==> config.mk <==
export PLATFORM = sky130hd
export DESIGN_NAME = fetch_step_flat
export DESIGN_NICKNAME = d
export VERILOG_FILES = /design/src/rtl/fetch_step_pkg.sv /design/src/rtl/fetch_step_if.sv /design/src/rtl/fetch_redirect_ctl.sv /design/src/rtl/fetch_step.sv /design/src/flat_wrapper.sv
export SDC_FILE = /design/constraint.sdc
export NUM_CORES = 1
export LEC_CHECK = 0
export BUFFER_PORTS_ARGS = -buffer_cell sky130_fd_sc_hd__buf_2
export CAP_MARGIN = 20
export CORE_ASPECT_RATIO = 1.1
export CORE_MARGIN = 10
export CORE_UTILIZATION = 58
export CTS_BUF_LIST = sky130_fd_sc_hd__clkbuf_8
export DETAILED_ROUTE_END_ITERATION = 10
export GPL_TIMING_DRIVEN = 0
export PLACE_DENSITY = 0.89
export SLEW_MARGIN = 20
export SYNTH_ARGS = -nofsm -noshare
export SYNTH_HDL_FRONTEND = slang
export SYNTH_SLANG_ARGS = --single-unit
==> constraint.sdc <==
create_clock -name clk_i -period 6.1 [get_ports clk_i]
set_input_delay 0.61 -clock clk_i [delete_from_list [all_inputs] [get_ports clk_i]]
set_output_delay 0.61 -clock clk_i [all_outputs]
set_load 0.02 [all_outputs]
==> src/rtl/fetch_step_pkg.sv <==
// Shared types and defaults for the instruction-fetch stage and its neighbours.
// The pipeline NOP encoding lives here for the decode stage.
package fetch_step_pkg;
    localparam int XLEN = 32;
    typedef logic [XLEN-1:0] word_t;

    localparam word_t RESET_PS_DEF = 32'h0000_0000;
    localparam word_t PS_STEP_DEF  = 32'd4;
    localparam word_t NOP_INSTR    = 32'h0000_0013;
endpackage

==> src/rtl/fetch_step_if.sv <==
// Fetch-stage bundle: I-cache request/response, decode hand-off and execute redirect.
// master = fetch stage, slave = the surrounding pipeline.
interface fetch_step_if;
    import fetch_step_pkg::*;

    logic  bellek_gecerli_i;
    word_t bellek_deger_i;
    logic  bellek_istek_o;
    word_t bellek_ps_o;
    logic  coz_bos_i;
    word_t coz_buyruk_o;
    logic  coz_buyruk_gecerli_o;
    word_t coz_ps_o;
    word_t yurut_ps_i;
    logic  yurut_ps_gecerli_i;
    logic  yurut_atladi_i;

    modport master (
        input  bellek_gecerli_i, bellek_deger_i, coz_bos_i,
               yurut_ps_i, yurut_ps_gecerli_i, yurut_atladi_i,
        output bellek_istek_o, bellek_ps_o, coz_buyruk_o,
               coz_buyruk_gecerli_o, coz_ps_o
    );

    modport slave (
        output bellek_gecerli_i, bellek_deger_i, coz_bos_i,
               yurut_ps_i, yurut_ps_gecerli_i, yurut_atladi_i,
        input  bellek_istek_o, bellek_ps_o, coz_buyruk_o,
               coz_buyruk_gecerli_o, coz_ps_o
    );
endinterface

==> src/rtl/fetch_redirect_ctl.sv <==
// Pending-redirect register and next-PC selection for the fetch stage.
// Combinational next-PC; a redirect seen while decode is busy is parked until decode frees up.
module fetch_redirect_ctl
    import fetch_step_pkg::*;
#(
    parameter word_t PS_STEP = PS_STEP_DEF
) (
    input  logic  clk_i,
    input  logic  rst_i,
    input  logic  coz_bos_i,
    input  logic  bellek_gecerli_i,
    input  logic  yurut_ps_gecerli_i,
    input  logic  yurut_atladi_i,
    input  word_t yurut_ps_i,
    input  word_t ps_i,
    output word_t ps_d_o,
    output word_t ps_inc_o,
    output logic  accept_o
);
    logic  live_redir;
    logic  take_redir;
    logic  pend_q, pend_d;
    word_t pend_ps_q, pend_ps_d;

    always_comb begin
        live_redir = yurut_ps_gecerli_i & yurut_atladi_i;
        take_redir = coz_bos_i & (live_redir | pend_q);
        ps_inc_o   = ps_i + PS_STEP;
        accept_o   = coz_bos_i & bellek_gecerli_i & ~take_redir;
        ps_d_o     = ps_i;
        pend_d     = pend_q;
        pend_ps_d  = pend_ps_q;
        // A live redirect is newer than a parked one, so it wins.
        if (take_redir) begin
            ps_d_o = live_redir ? yurut_ps_i : pend_ps_q;
            pend_d = 1'b0;
        end else if (!coz_bos_i && live_redir) begin
            pend_d    = 1'b1;
            pend_ps_d = yurut_ps_i;
        end else if (accept_o) begin
            ps_d_o = ps_inc_o;
        end
    end

    always_ff @(posedge clk_i or negedge rst_i) begin
        if (!rst_i) begin
            pend_q    <= 1'b0;
            pend_ps_q <= '0;
        end else begin
            pend_q    <= pend_d;
            pend_ps_q <= pend_ps_d;
        end
    end
endmodule

==> src/rtl/fetch_step.sv <==
// Instruction-fetch stage: owns the PC, requests words from the I-cache, hands them to decode.
// 1-cycle latency cache word -> decode; decode not empty freezes PC and drops the request.
module fetch_step
    import fetch_step_pkg::*;
#(
    parameter word_t RESET_PS = RESET_PS_DEF,
    parameter word_t PS_STEP  = PS_STEP_DEF
) (
    input  logic         clk_i,
    input  logic         rst_i,
    fetch_step_if.master bus
);
    word_t ps_q, ps_d, ps_inc;
    word_t buyruk_q, coz_ps_q;
    logic  gecerli_q;
    logic  accept;

    fetch_redirect_ctl #(.PS_STEP(PS_STEP)) u_redirect (
        .clk_i              (clk_i),
        .rst_i              (rst_i),
        .coz_bos_i          (bus.coz_bos_i),
        .bellek_gecerli_i   (bus.bellek_gecerli_i),
        .yurut_ps_gecerli_i (bus.yurut_ps_gecerli_i),
        .yurut_atladi_i     (bus.yurut_atladi_i),
        .yurut_ps_i         (bus.yurut_ps_i),
        .ps_i               (ps_q),
        .ps_d_o             (ps_d),
        .ps_inc_o           (ps_inc),
        .accept_o           (accept)
    );

    always_ff @(posedge clk_i or negedge rst_i) begin
        if (!rst_i) begin
            ps_q      <= RESET_PS;
            buyruk_q  <= '0;
            coz_ps_q  <= '0;
            gecerli_q <= 1'b0;
        end else begin
            ps_q      <= ps_d;
            gecerli_q <= accept;
            if (accept) begin
                buyruk_q <= bus.bellek_deger_i;
                coz_ps_q <= ps_inc;
            end
        end
    end

    assign bus.bellek_istek_o       = bus.coz_bos_i & rst_i;
    assign bus.bellek_ps_o          = ps_q;
    assign bus.coz_buyruk_o         = buyruk_q;
    assign bus.coz_buyruk_gecerli_o = gecerli_q;
    assign bus.coz_ps_o             = coz_ps_q;
endmodule

==> src/flat_wrapper.sv <==
// flat-port wrapper written by rule: the top's interface ports become plain ports
module fetch_step_flat import fetch_step_pkg::*;
#(
    parameter word_t RESET_PS = RESET_PS_DEF,
    parameter word_t PS_STEP  = PS_STEP_DEF
)
  (clk_i, rst_i, bus_bellek_gecerli_i, bus_bellek_deger_i, bus_coz_bos_i, bus_yurut_ps_i, bus_yurut_ps_gecerli_i, bus_yurut_atladi_i, bus_bellek_istek_o, bus_bellek_ps_o, bus_coz_buyruk_o, bus_coz_buyruk_gecerli_o, bus_coz_ps_o);
  fetch_step_if bus_i ();
  input  logic clk_i;
  input  logic rst_i;
  input wire logic [$bits(bus_i.bellek_gecerli_i)-1:0] bus_bellek_gecerli_i;
  input wire logic [$bits(bus_i.bellek_deger_i)-1:0] bus_bellek_deger_i;
  input wire logic [$bits(bus_i.coz_bos_i)-1:0] bus_coz_bos_i;
  input wire logic [$bits(bus_i.yurut_ps_i)-1:0] bus_yurut_ps_i;
  input wire logic [$bits(bus_i.yurut_ps_gecerli_i)-1:0] bus_yurut_ps_gecerli_i;
  input wire logic [$bits(bus_i.yurut_atladi_i)-1:0] bus_yurut_atladi_i;
  output wire logic [$bits(bus_i.bellek_istek_o)-1:0] bus_bellek_istek_o;
  output wire logic [$bits(bus_i.bellek_ps_o)-1:0] bus_bellek_ps_o;
  output wire logic [$bits(bus_i.coz_buyruk_o)-1:0] bus_coz_buyruk_o;
  output wire logic [$bits(bus_i.coz_buyruk_gecerli_o)-1:0] bus_coz_buyruk_gecerli_o;
  output wire logic [$bits(bus_i.coz_ps_o)-1:0] bus_coz_ps_o;
  assign bus_i.bellek_gecerli_i = bus_bellek_gecerli_i;
  assign bus_i.bellek_deger_i = bus_bellek_deger_i;
  assign bus_i.coz_bos_i = bus_coz_bos_i;
  assign bus_i.yurut_ps_i = bus_yurut_ps_i;
  assign bus_i.yurut_ps_gecerli_i = bus_yurut_ps_gecerli_i;
  assign bus_i.yurut_atladi_i = bus_yurut_atladi_i;
  assign bus_bellek_istek_o = bus_i.bellek_istek_o;
  assign bus_bellek_ps_o = bus_i.bellek_ps_o;
  assign bus_coz_buyruk_o = bus_i.coz_buyruk_o;
  assign bus_coz_buyruk_gecerli_o = bus_i.coz_buyruk_gecerli_o;
  assign bus_coz_ps_o = bus_i.coz_ps_o;
  fetch_step #(.RESET_PS(RESET_PS), .PS_STEP(PS_STEP)) u_core (.clk_i(clk_i), .rst_i(rst_i), .bus(bus_i));
endmodule
==> Word level (Yosys, flattened, before mapping) <==
Index checks and enable logic that the tools add are counted.
{ "totals": {"regBits": 130, "word_cells": 27} }
{ "classes": {"add_sub_neg": 1, "n_eq_ne": 1, "mux": 6, "bitwise_logic": 7, "reduce_logical": 6} }
{ "op_table": {"columns": ["cell", "count"], "rows": [
  ["32-bit two-way mux", 4],
  ["32-bit by 3-bit adder with 32-bit output, second input constant", 1],
  ["1-bit AND", 5],
  ["2-bit AND reduction", 2],
  ["2-bit nonzero test", 2],
  ["1-bit two-way mux", 2],
  ["2-bit != test, second input constant", 1],
  ["1-bit logical AND", 1],
  ["1-bit logical NOT", 1],
  ["1-bit NOT", 1],
  ["1-bit bitwise OR", 1]
]} }

==> Logic depth before layout (Yosys ltp) <==
Gate-level depths: netlist of the first run.
{ "depth": {"ltp_word": 8, "depth_mapped": 8} }

==> By module <==
Synthesis of the first run repeated with hierarchy kept, for this count alone.
{ "unflattened": {"hier_cells": 556, "hier_area_um2": 6675.2} }
{ "by_module_without_submodules": {"columns": ["module", "n_inst", "cells_each", "area_per_inst_um2", "seq_area_each_um2"], "rows": [
  ["fetch_step", 1, 169, 3510.9, 2427.3],
  ["fetch_redirect_ctl", 1, 387, 3164.3, 825.8]
]} }

==> Worst setup path before layout of the first run <==
OpenSTA, ideal clock, no wires.
{ "synth_path": {"kind": "register to register", "from": "reg u_core.ps_q[18] (netlist: u_core.bus.bellek_ps_o[18])", "to": "reg u_core.ps_q[31] (netlist: u_core.bus.bellek_ps_o[31])", "setup_time_ns": 0.129, "t_arrival_ns": 1.914, "slack_ns": 4.057, "stages_incl_launch_ff": 7, "n_path_buf": 1, "period_less_slack_ns": 2.043, "path_cell_list": "dfrtp_1 > buf_4 > nand4_2 > or3_4 > or4_1 > xor2_1 > o21ai_2"} }
{ "synth_via": {"elab_chain_cells": 4} }
{ "synth_rtl": {"columns": ["item", "line", "source"], "rows": [
  ["start, declared", "fetch_step.sv:13", "word_t ps_q, ps_d, ps_inc;"],
  ["start signal, assigned", "fetch_step.sv:39", "ps_q <= ps_d;"],
  ["32-bit by 3-bit adder with 32-bit output", "fetch_redirect_ctl.sv:28", "ps_inc_o = ps_i + PS_STEP;"],
  ["32-bit two-way mux", "fetch_redirect_ctl.sv:40", "end else if (accept_o) begin"],
  ["32-bit two-way mux", "fetch_redirect_ctl.sv:37", "end else if (!coz_bos_i && live_redir) begin"],
  ["32-bit two-way mux", "fetch_redirect_ctl.sv:34", "if (take_redir) begin"]
]} }
Every way passes these cells. The select of a mux whose other input is x is not followed.
A chain may end at the register's enable or synchronous reset.

==> Final worst setup path of the first run <==
{ "layout_path": {"from": "in rst_i", "to": "out bus_bellek_istek_o"} }
{ "layout_via": {"elab_chain_cells": 1} }
{ "layout_rtl": {"columns": ["item", "line", "source"], "rows": [
  ["start, declared", "flat_wrapper.sv:10", "input logic rst_i;"],
  ["1-bit AND", "fetch_step.sv:48", "assign bus.bellek_istek_o = bus.coz_bos_i & rst_i;"],
  ["end, declared", "flat_wrapper.sv:17", "output wire logic [$bits(bus_i.bellek_istek_o)-1:0] bus_bellek_istek_o;"]
]} }
Every way passes these cells.

==> results of run 1 <==
power breakdown:
group	internal (mW)	leakage (nW)	switching (mW)
clock	0.326	0.183	0.310
combinational	0.268	1.84	0.488
sequential	1.05	1.60	0.155
layout make-up:
| class | instances | area [µm²] | share of cell area |
|---|---|---|---|
| sequential | 130 | 3250 | 0.450 |
| multi-input combinational | 449 | 2440 | 0.338 |
| timing repair buffer | 168 | 870 | 0.120 |
| clock buffer | 19 | 262 | 0.0362 |
| buffer | 39 | 164 | 0.0227 |
| tap | 120 | 150 | 0.0208 |
| clock inverter | 9 | 68.8 | 0.00952 |
| inverter | 5 | 18.8 | 0.00260 |
routing by layer:
layer,global-route usage,share of wire,wire length [µm],vias up
li1,-,-,-,2477
met1,0.284,0.41,7010,2555
met2,0.381,0.48,8340,283
met3,0.0784,0.084,1460,43
met4,0.0855,0.027,467,0
met5,0,0,0,-
synthesized netlist by cell type, drive strengths merged:
cell    count
mux2i       5
xor2       16
a221oi      2
or3         2
o311ai      1
nor3        4
nand2     206
a32o        1
nor4        3
nand2b      1
a21oi      46
o221ai      1
and2        5
ha          1
o21a        1
o221a       1
nor2       12
clkbuf     25
a31oi       4
o21ai      53
buf        14
xnor2      12
and4        7
nand4      10
mux2       32
dfrtp     130
a21o        1
nand3      16
and3        3
a221o       2
or4         1
inv         5
cell families after synthesis:
logic type	Yosys count	share of synthesized area
adder cells (fa/ha/maj)	1	0.00213
XOR/XNOR	28	0.0417
buffers and inverters	44	0.0311
AND/OR/NAND/NOR	270	0.196
flip-flops	130	0.554
AO/OA/AOI/OAI	113	0.105
multiplexers	37	0.0698
critical path: stages:
cell	delay, ns
buf_6	0.43
buf_16	0.37
and2_1	0.18
buf_2	0.16
per-stage QoR:
stage                     hold WS [ns]  cells  total power [mW]  setup slack (ns)
after global routing             0.158    939              2.73              3.50
after detailed placement         0.458    911              1.97              3.49
final                            0.137    939              2.60              3.68
after CTS                        0.154    939              2.60              3.63
after global placement           0.451    910              1.93              2.31
after floorplan                  0.314    623              1.64              4.06
flip-flops by register name (all words and copies together), names as in the netlist:
register and count:
u_core.bus.bellek_ps_o 32, u_core.bus.coz_buyruk_o 32, u_core.bus.coz_ps_o 32, u_core.u_redirect.pend_ps_q 32, u_core.bus.coz_buyruk_gecerli_o 1, u_core.u_redirect.pend_q 1
layout by cell type, fill, tap and decap left out, drive strengths merged, types with 2 or more instances in the layout:
cell type / n
nand2: 206
buf: 182
dfrtp: 130
o21ai: 53
a21oi: 46
clkbuf: 44
mux2: 32
xor2: 16
nand3: 16
xnor2: 12
nor2: 12
nand4: 10
and4: 7
clkinv: 7
inv: 6
mux2i: 5
and2: 5
nor3: 4
a31oi: 4
and3: 3
nor4: 3
a221oi: 2
a221o: 2
or3: 2
worst min path at each step:
stage | from | to | slack (ns) | depth (start not counted)
6_report | rst_i | u_core.bus.coz_buyruk_o[24] | 0.14 | 1
5_1_grt | rst_i | u_core.bus.coz_buyruk_o[24] | 0.16 | 1
4_1_cts | rst_i | u_core.bus.coz_buyruk_o[24] | 0.15 | 1
3_5_place_dp | u_core.bus.coz_buyruk_o[14] | u_core.bus.coz_buyruk_o[14] | 0.46 | 2
3_3_place_gp | u_core.bus.coz_buyruk_o[30] | u_core.bus.coz_buyruk_o[30] | 0.45 | 2
2_1_floorplan | rst_i | u_core.bus.bellek_ps_o[0] | 0.31 | 0
==> results.sh, run 1 <==
export IMPL_finalSetupTns_ns=0
export IMPL_r2r_end="u_core.bus.bellek_ps_o[18]"
export IMPL_grt_pass1_vias=5260
export IMPL_grt_use_total=0.235
export IMPL_worstSkewPairLatency_ns=0.45
export IMPL_first_pass_iters=6
export IMPL_synth_area_leader_cell="dfrtp_1"
export IMPL_ff2ff_path_depth=8
export IMPL_io_pins=168
export IMPL_grt_overflow_total=0
export IMPL_tightest_slew_ns=0.621
export IMPL_crit_fanout=72
export IMPL_synth_nets=694
export IMPL_cts_tree="built"
export IMPL_status="finished, final reports clean"
export IMPL_port_buffers=167
export IMPL_fillerInstances=712
export IMPL_die_x_um=116
export IMPL_vias=5358
export IMPL_wire_per_inst_um=18.4
export IMPL_vdd_drop_max_mv=0.165
export IMPL_synth_cells=623
export IMPL_avgSynthCellArea_um2=9.43
export IMPL_ctsHtreeMaxLevel=4
export IMPL_rows=38
export IMPL_cts_setup_buffers=0
export IMPL_grt_max_degree=73
export IMPL_ctsResizeCount=0
export IMPL_start_util=0.594
export IMPL_root_buffer="clkbuf_8"
export IMPL_yosysSeqAreaShare=0.554
export IMPL_die_h_um=126
export IMPL_critPathCaptureType="primary output"
export IMPL_startpoint="rst_i"
export IMPL_hold_buffers=0
export IMPL_drc_errors=0
export IMPL_arrival_ns=1.81
export IMPL_fin_util=0.731
export IMPL_regToRegSetupSlack_ns=3.79
export IMPL_grt_setup_unrepaired="no"
export IMPL_skew_ns=0.00835
export IMPL_min_period_over_period=0.397
export IMPL_start_kind="input port"
export IMPL_hold_path_class="in2async"
export IMPL_drive_above_1_share=0.293
export IMPL_fmax_ghz=0.413
export IMPL_synth_distinct_cells=41
export IMPL_numCtsBuffers=17
export IMPL_slew_violations=0
export IMPL_postLayoutCellArea_um2=7230
export IMPL_nNetsFinal=881
export IMPL_cts_buffer_depth=2
export IMPL_crit_path_end="bus_bellek_istek_o"
export IMPL_grt_pass1_wl_um=27100
export IMPL_power_leakage_nw=3.62
export IMPL_hpwl_um=13200
export IMPL_wl_um=17300
export IMPL_worstSetupPathType="in2out"
export IMPL_slew_limit_headroom=0.586
export IMPL_antenna_found_initial=0
export IMPL_syn_cell_area_um2=5880
export IMPL_placed_area_um2=6900
export IMPL_cts_reportedPaths_clkPinSlew_ns=0.06
export IMPL_yosysTopAreaCellShare=0.554
export IMPL_die_area_um2=14600
export IMPL_ys_seq_elements=130
export IMPL_gp_congestion=0.891
export IMPL_setup_violations=0
export IMPL_ys_top_cells_by_area="dfrtp_1 55%, nand2_1 13%, mux2_2 5.9%"
export IMPL_antennaDiodeCount=0
export IMPL_clkSinkCount=130
export IMPL_yosysWarnings=0
export IMPL_drv_cap=0
export IMPL_critPathRequiredTime_ns=5.49
export IMPL_hold_violations=0
export IMPL_via_per_inst=5.71
export IMPL_drt_iter0_drc=473
export IMPL_rr_startpoint="u_core.bus.bellek_ps_o[2]"
export IMPL_power_density_nw_per_um2=359
export IMPL_area_delta_synth_final_pct=23.0
export IMPL_core_um2=9890
export IMPL_ant_nets=0
export IMPL_period_needed_ns=2.42
(Power assumes the default switching activity.)
==> inputs of run 2 (changes only) <==
- CORE_UTILIZATION: 58 -> 49
- PLACE_DENSITY: 0.89 -> 0.8
- clock period: 6.1 -> 2 ns (I/O delays scaled with it)
==> run 2 against run 1 <==
Sequential cell count unchanged. Final area up 11%. Count of clock-buffer cells in the layout down 1. Worst hold slack worse by 0.13 ns. Register-to-register slack worse by 3.7 ns. Global-route usage down 2.1 points. Via count up 3.8%. Cell count up 9.9%. Sequential share of layout area down 4.3 points. Clock skew about the same. Highest routed layer unchanged. Core utilization down 3.8 points. Critical path depth up 3.
==> results.sh, run 2 (synthesized netlist as in run 1, its figures left out) <==
export IMPL_status="finished, final reports clean"
export IMPL_numCtsBuffers=17
export IMPL_slew_violations=0
export IMPL_ant_nets=0
export IMPL_clkSinkCount=130
export IMPL_drt_iter0_drc=482
export IMPL_rows=41
export IMPL_slew_limit_headroom=0.627
export IMPL_via_per_inst=5.39
export IMPL_tightest_slew_ns=0.559
export IMPL_rr_startpoint="u_core.bus.bellek_ps_o[2]"
export IMPL_first_pass_iters=5
export IMPL_critPathRequiredTime_ns=2.35
export IMPL_cp_depth=7
export IMPL_nNetsFinal=940
export IMPL_power_density_nw_per_um2=1070
export IMPL_grt_setup_unrepaired="yes"
export IMPL_hold_start="bus_yurut_ps_i[25]"
export IMPL_min_path_cells=2
export IMPL_holdWs_ns=0.00613
export IMPL_final_common_cell="nand2_1"
export IMPL_max_stage_delay_ns=0.46
export IMPL_skew_ns=0.00845
export IMPL_vias=5561
export IMPL_grt_pass1_wl_um=29200
export IMPL_grt_use_total=0.214
export IMPL_period_needed_ns=1.96
export IMPL_die_area_um2=16800
export IMPL_io_pins=168
export IMPL_drv_cap=0
export IMPL_gp_congestion=0.903
export IMPL_min_period_over_period=0.979
export IMPL_drive_above_1_share=0.321
export IMPL_path_delay_family="simple AND/OR/NAND/NOR gates"
export IMPL_grt_overflow_total=0
export IMPL_worstSetupPathType="reg2reg"
export IMPL_fmax_ghz=0.510
export IMPL_cts_reportedPaths_clkPinSlew_ns=0.08
export IMPL_wl_um=18400
export IMPL_start_util=0.507
export IMPL_hold_violations=0
export IMPL_critPathCaptureType="flip-flop"
export IMPL_die_h_um=135
export IMPL_setup_violations=0
export IMPL_hold_path_class="in2reg"
export IMPL_power_leakage_nw=3.93
export IMPL_crit_buf_inv=1
export IMPL_crit_fanout=7
export IMPL_cts_buffer_depth=2
export IMPL_antennaDiodeCount=0
export IMPL_antenna_found_initial=0
export IMPL_die_x_um=124
export IMPL_core_um2=11600
export IMPL_port_buffers=167
export IMPL_drc_errors=0
export IMPL_grt_pass1_vias=5576
export IMPL_layout_common_cells="206 x nand2_1, 174 x buf_2, 118 x dfrtp_1, 50 x o21ai_0, 49 x dlygate4sd3_1"
export IMPL_pre_cts_ws_ns=-0.259
export IMPL_vdd_drop_max_mv=0.493
export IMPL_arrival_ns=2.31
export IMPL_wire_per_inst_um=17.9
export IMPL_fin_ws_ns=0.0410
export IMPL_path_cells="ha_4, and4_4, and4_1, buf_2, and2_1, a32o_1, a21oi_1"
export IMPL_root_buffer="clkbuf_8"
export IMPL_cts_tree="built"
export IMPL_grt_max_degree=95
export IMPL_hpwl_um=13100
export IMPL_startpoint="u_core.bus.bellek_ps_o[2]"
export IMPL_area_delta_synth_final_pct=36.7
export IMPL_ctsHtreeMaxLevel=4
export IMPL_cpMaxStageDelayCell="dfrtp_2"
export IMPL_start_kind="flip-flop"
export IMPL_ff2ff_path_depth=7
export IMPL_worstSkewPairLatency_ns=0.44
==> run 2: changes by cell type in the layout (fill, tap and decap cells not counted), moves of 6 or more <==
cell and delta:
dfrtp_2 +12, clkbuf_1 -6, buf_4 +10, dfrtp_1 -12, dlygate4sd3_1 +49
==> run 2: layout make-up <==
type                       count  area, µm²
timing repair buffer         229       1470
multi-input combinational    449       2490
buffer                        37        166
clock buffer                  18        248
sequential                   130       3270
fill                         869       3560
clock inverter                14        189
tap                          150        188
inverter                       5       18.8
==> run 2: metal layers <==
layer | GRT usage | vias to the layer above | share of wire
li1 | - | 2593 | -
met1 | 0.254 | 2639 | 0.41
met2 | 0.359 | 277 | 0.48
met3 | 0.0560 | 52 | 0.077
met4 | 0.0933 | 0 | 0.033
met5 | 0 | - | 0
==> run 2: final timing paths <==
path                                                   endpoint  slack, ns
worst min-delay path            u_core.u_redirect.pend_ps_q[25]      0.006
max in group asynchronous             u_core.bus.bellek_ps_o[3]       1.24
min in group asynchronous           u_core.bus.coz_buyruk_o[21]       0.29
worst min register to register      u_core.bus.coz_buyruk_o[27]       0.47
worst max register to register       u_core.bus.bellek_ps_o[18]       0.04
worst max-delay path                 u_core.bus.bellek_ps_o[18]       0.04
==> run 2: timing repair <==
item	in CTS	in global routing
hold buffers	50	0
gates resized for setup	10	23
setup endpoints to repair	60	61
pin swaps	3	1
setup buffers	2	9
endpoints found under the hold margin	85	0
==> run 2: worst reg2reg max path, cell delays in order, from the launching register on <==
cell and delay (ns):
dfrtp_2 0.46, ha_4 0.21, and4_4 0.22, and4_1 0.19, buf_2 0.16, and2_1 0.21, a32o_1 0.28, a21oi_1 0.14
==> run 2: metrics by stage <==
stage | instances | TNS, ns | instance area [µm²] | utilization | total power, mW
after CTS | 1023 | 0 | 7920 | 0.683 | 8.49
final | 1032 | 0 | 8030 | 0.693 | 8.59
after global placement | 940 | -136.23 | 6910 | 0.596 | 5.91
after floorplan | 623 | 0 | 5890 | - | 5.01
after global routing | 1032 | -0.106 | 8030 | 0.693 | 9.00
after detailed placement | 941 | -9.81 | 6950 | 0.599 | 6.00
==> run 2: where the power goes <==
part           internal [mW]  switching, mW  total (mW)
logic                  0.942           1.53        2.47
clock network           1.38           1.06        2.44
registers               3.21          0.470        3.68
==> inputs of run 3 (changes only) <==
- CORE_UTILIZATION: 49 -> 50
- SYNTH_HIERARCHICAL: not set -> 1
==> run 3 against run 2 <==
Global-route usage decreased by 0.90 points. Clock skew increased by 0.0013 ns. Critical endpoint is now u_core/bus.coz_ps_o[31]. Non-clock buffer count increased by 13. Largest power group unchanged. Worst hold slack improved by 0.020 ns. Synthesized area increased by 14%. Clock power decreased by 14%. Core utilization decreased by 1.4 points. Highest routed layer unchanged. Sequential power increased by 3%.
==> results.sh, run 3 <==
export IMPL_status="finished, final reports clean"
export IMPL_skew_ns=0.00971
export IMPL_layout_common_cells="170 x buf_2, 124 x dfrtp_1, 60 x mux2_4, 55 x dlygate4sd3_1, 37 x mux2_2"
export IMPL_first_pass_iters=5
export IMPL_avgSynthCellArea_um2=12.0
export IMPL_yosysMostFrequentCell="dfrtp_1"
export IMPL_syn_cell_area_um2=6680
export IMPL_finalSetupTns_ns=0
export IMPL_drt_iter0_drc=563
export IMPL_setup_violations=0
export IMPL_yosysTopAreaCellShare=0.487
export IMPL_rr_startpoint="u_core/bus.bellek_ps_o[12]"
export IMPL_nNetsFinal=885
export IMPL_ys_seq_elements=130
export IMPL_cts_tree="built"
export IMPL_hold_violations=0
export IMPL_root_buffer="clkbuf_8"
export IMPL_critical_path_most_common_cell="buf_6"
export IMPL_rows=44
export IMPL_drive_above_1_share=0.441
export IMPL_synth_cells=556
export IMPL_drc_errors=0
export IMPL_r2r_end="u_core/bus.coz_ps_o[31]"
export IMPL_postLayoutCellArea_um2=8940
export IMPL_grt_pass1_vias=5566
export IMPL_worstSetupPathType="reg2reg"
export IMPL_cp_depth=8
export IMPL_crit_fanout=6
export IMPL_vdd_drop_max_mv=0.449
export IMPL_gp_congestion=1.01
export IMPL_worstSkewPairLatency_ns=0.44
export IMPL_grt_pass1_wl_um=29900
export IMPL_antenna_found_initial=1
export IMPL_cts_buffer_depth=2
export IMPL_synth_top_cells_by_count="130 x dfrtp_1, 60 x mux2_4, 37 x mux2_2"
export IMPL_synth_area_leader_cell="dfrtp_1"
export IMPL_area_delta_synth_final_pct=33.9
export IMPL_power_density_nw_per_um2=1050
export IMPL_startpoint="u_core/bus.bellek_ps_o[12]"
export IMPL_final_common_cell="buf_2"
export IMPL_power_leakage_nw=4.12
export IMPL_fin_util=0.679
export IMPL_cpMaxStageDelayCell="dfrtp_2"
export IMPL_min_period_over_period=0.996
export IMPL_start_kind="flip-flop"
export IMPL_yosysWarnings=6
export IMPL_tightest_slew_ns=0.674
export IMPL_path_cells="buf_6, and4_1, buf_6, nand4_4, nor3_4, nand4_1, xnor2_1, mux2_2"
export IMPL_vias=5593
export IMPL_die_x_um=130
export IMPL_max_stage_delay_ns=0.37
export IMPL_grt_max_degree=73
export IMPL_ys_top_cells_by_area="dfrtp_1 49%, mux2_4 13%, mux2_2 6.2%"
export IMPL_yosysSeqAreaShare=0.487
export IMPL_numCtsBuffers=17
export IMPL_wl_um=19600
export IMPL_ctsHtreeMaxLevel=4
export IMPL_start_util=0.507
export IMPL_dpl_cell_count=885
export IMPL_slew_violations=0
export IMPL_crit_path_end="u_core/bus.coz_ps_o[31]"
export IMPL_period_needed_ns=1.99
export IMPL_arrival_ns=2.32
export IMPL_placed_area_um2=7780
export IMPL_wire_per_inst_um=19.9
export IMPL_ys_flop_type="dfrtp_1"
export IMPL_grt_use_total=0.205
export IMPL_power_mw=9.38
export IMPL_path_delay_family="simple AND/OR/NAND/NOR gates"
export IMPL_critPathCaptureType="flip-flop"
export IMPL_clkSinkCount=130
export IMPL_hold_path_class="in2reg"
export IMPL_fin_cells=987
export IMPL_core_um2=13200
export IMPL_regToRegSetupSlack_ns=0.009
export IMPL_drv_cap=0
export IMPL_grt_setup_unrepaired="yes"
export IMPL_ff2ff_path_depth=8
export IMPL_io_pins=168
export IMPL_synth_edf_count=0
export IMPL_die_area_um2=18400
export IMPL_hpwl_um=14100
export IMPL_port_buffers=167
export IMPL_critPathRequiredTime_ns=2.33
export IMPL_ant_nets=0
export IMPL_crit_buf_inv=2
export IMPL_slew_limit_headroom=0.551
export IMPL_via_per_inst=5.67
export IMPL_grt_overflow_total=0
export IMPL_synth_distinct_cells=57
export IMPL_synth_nets=627
export IMPL_fmax_ghz=0.502
export IMPL_synthArstFlopShare=1.00
export IMPL_die_h_um=141
export IMPL_cts_reportedPaths_clkPinSlew_ns=0.07
==> run 3: routing by layer <==
metal,vias up,routed length (µm),track usage,share of wire
met5,-,0,0,0
met2,311,9640,0.337,0.49
li1,2558,-,-,-
met4,0,544,0.102,0.028
met3,47,1820,0.0529,0.093
met1,2677,7620,0.241,0.39
==> run 3: per-stage QoR <==
step / setup WS, ns / hold WS (ns)
after floorplan: -0.000560 / -0.0956
after global placement: -1.11 / 0.432
after detailed placement: -0.498 / 0.264
after CTS: 0.00513 / 0.000160
after global routing: -0.0757 / 0.000430
final: 0.00851 / 0.0264
==> run 3: how the worst min path moves through the flow <==
| stage | startpoint | cells past startpoint | slack (ns) | end |
|---|---|---|---|---|
| 5_1_grt | bus_bellek_deger_i[11] | 2 | 0.0004 | u_core/bus.coz_buyruk_o[11] |
| 3_3_place_gp | bus_bellek_deger_i[0] | 2 | 0.43 | u_core/bus.coz_buyruk_o[0] |
| 6_report | bus_yurut_ps_i[2] | 2 | 0.03 | u_core/u_redirect/pend_ps_q[2] |
| 4_1_cts | bus_yurut_ps_i[12] | 2 | 0.0002 | u_core/u_redirect/pend_ps_q[12] |
| 3_5_place_dp | rst_i | 1 | 0.26 | u_core/u_redirect/pend_ps_q[0] |
| 2_1_floorplan | rst_i | 0 | -0.1 | u_core/bus.bellek_ps_o[0] |
==> run 3: power by group <==
group	internal, mW	leakage [nW]	switching (mW)
clock	1.17	0.209	0.941
sequential	3.30	1.51	0.490
combinational	1.60	2.40	1.88
==> run 3: layout make-up <==
class	instances	area, µm²
fill	925	4220
sequential	130	3260
multi-input combinational	379	3230
timing repair buffer	239	1540
buffer	40	300
clock buffer	20	275
tap	161	201
clock inverter	10	95.1
inverter	7	27.5
antenna	1	2.50
==> run 3: timing repair <==
item                                    4_1_cts  5_1_grt
hold buffers                                 55        0
endpoints found under the hold margin       124        0
pin swaps                                     4        1
gates cloned                                  0        0
gates resized for setup                      14       24
endpoints found under the setup margin       69       24
buffers inserted                              7        9
==> run 3: cells by family after synthesis <==
kind of cell / after synthesis / synth area share
AO/OA/AOI/OAI: 93 / 0.0945
flip-flops: 130 / 0.487
XOR/XNOR: 33 / 0.0433
multiplexers: 102 / 0.205
adder cells (fa/ha/maj): 1 / 0.00187
AND/OR/NAND/NOR: 150 / 0.122
buffers and inverters: 47 / 0.0459
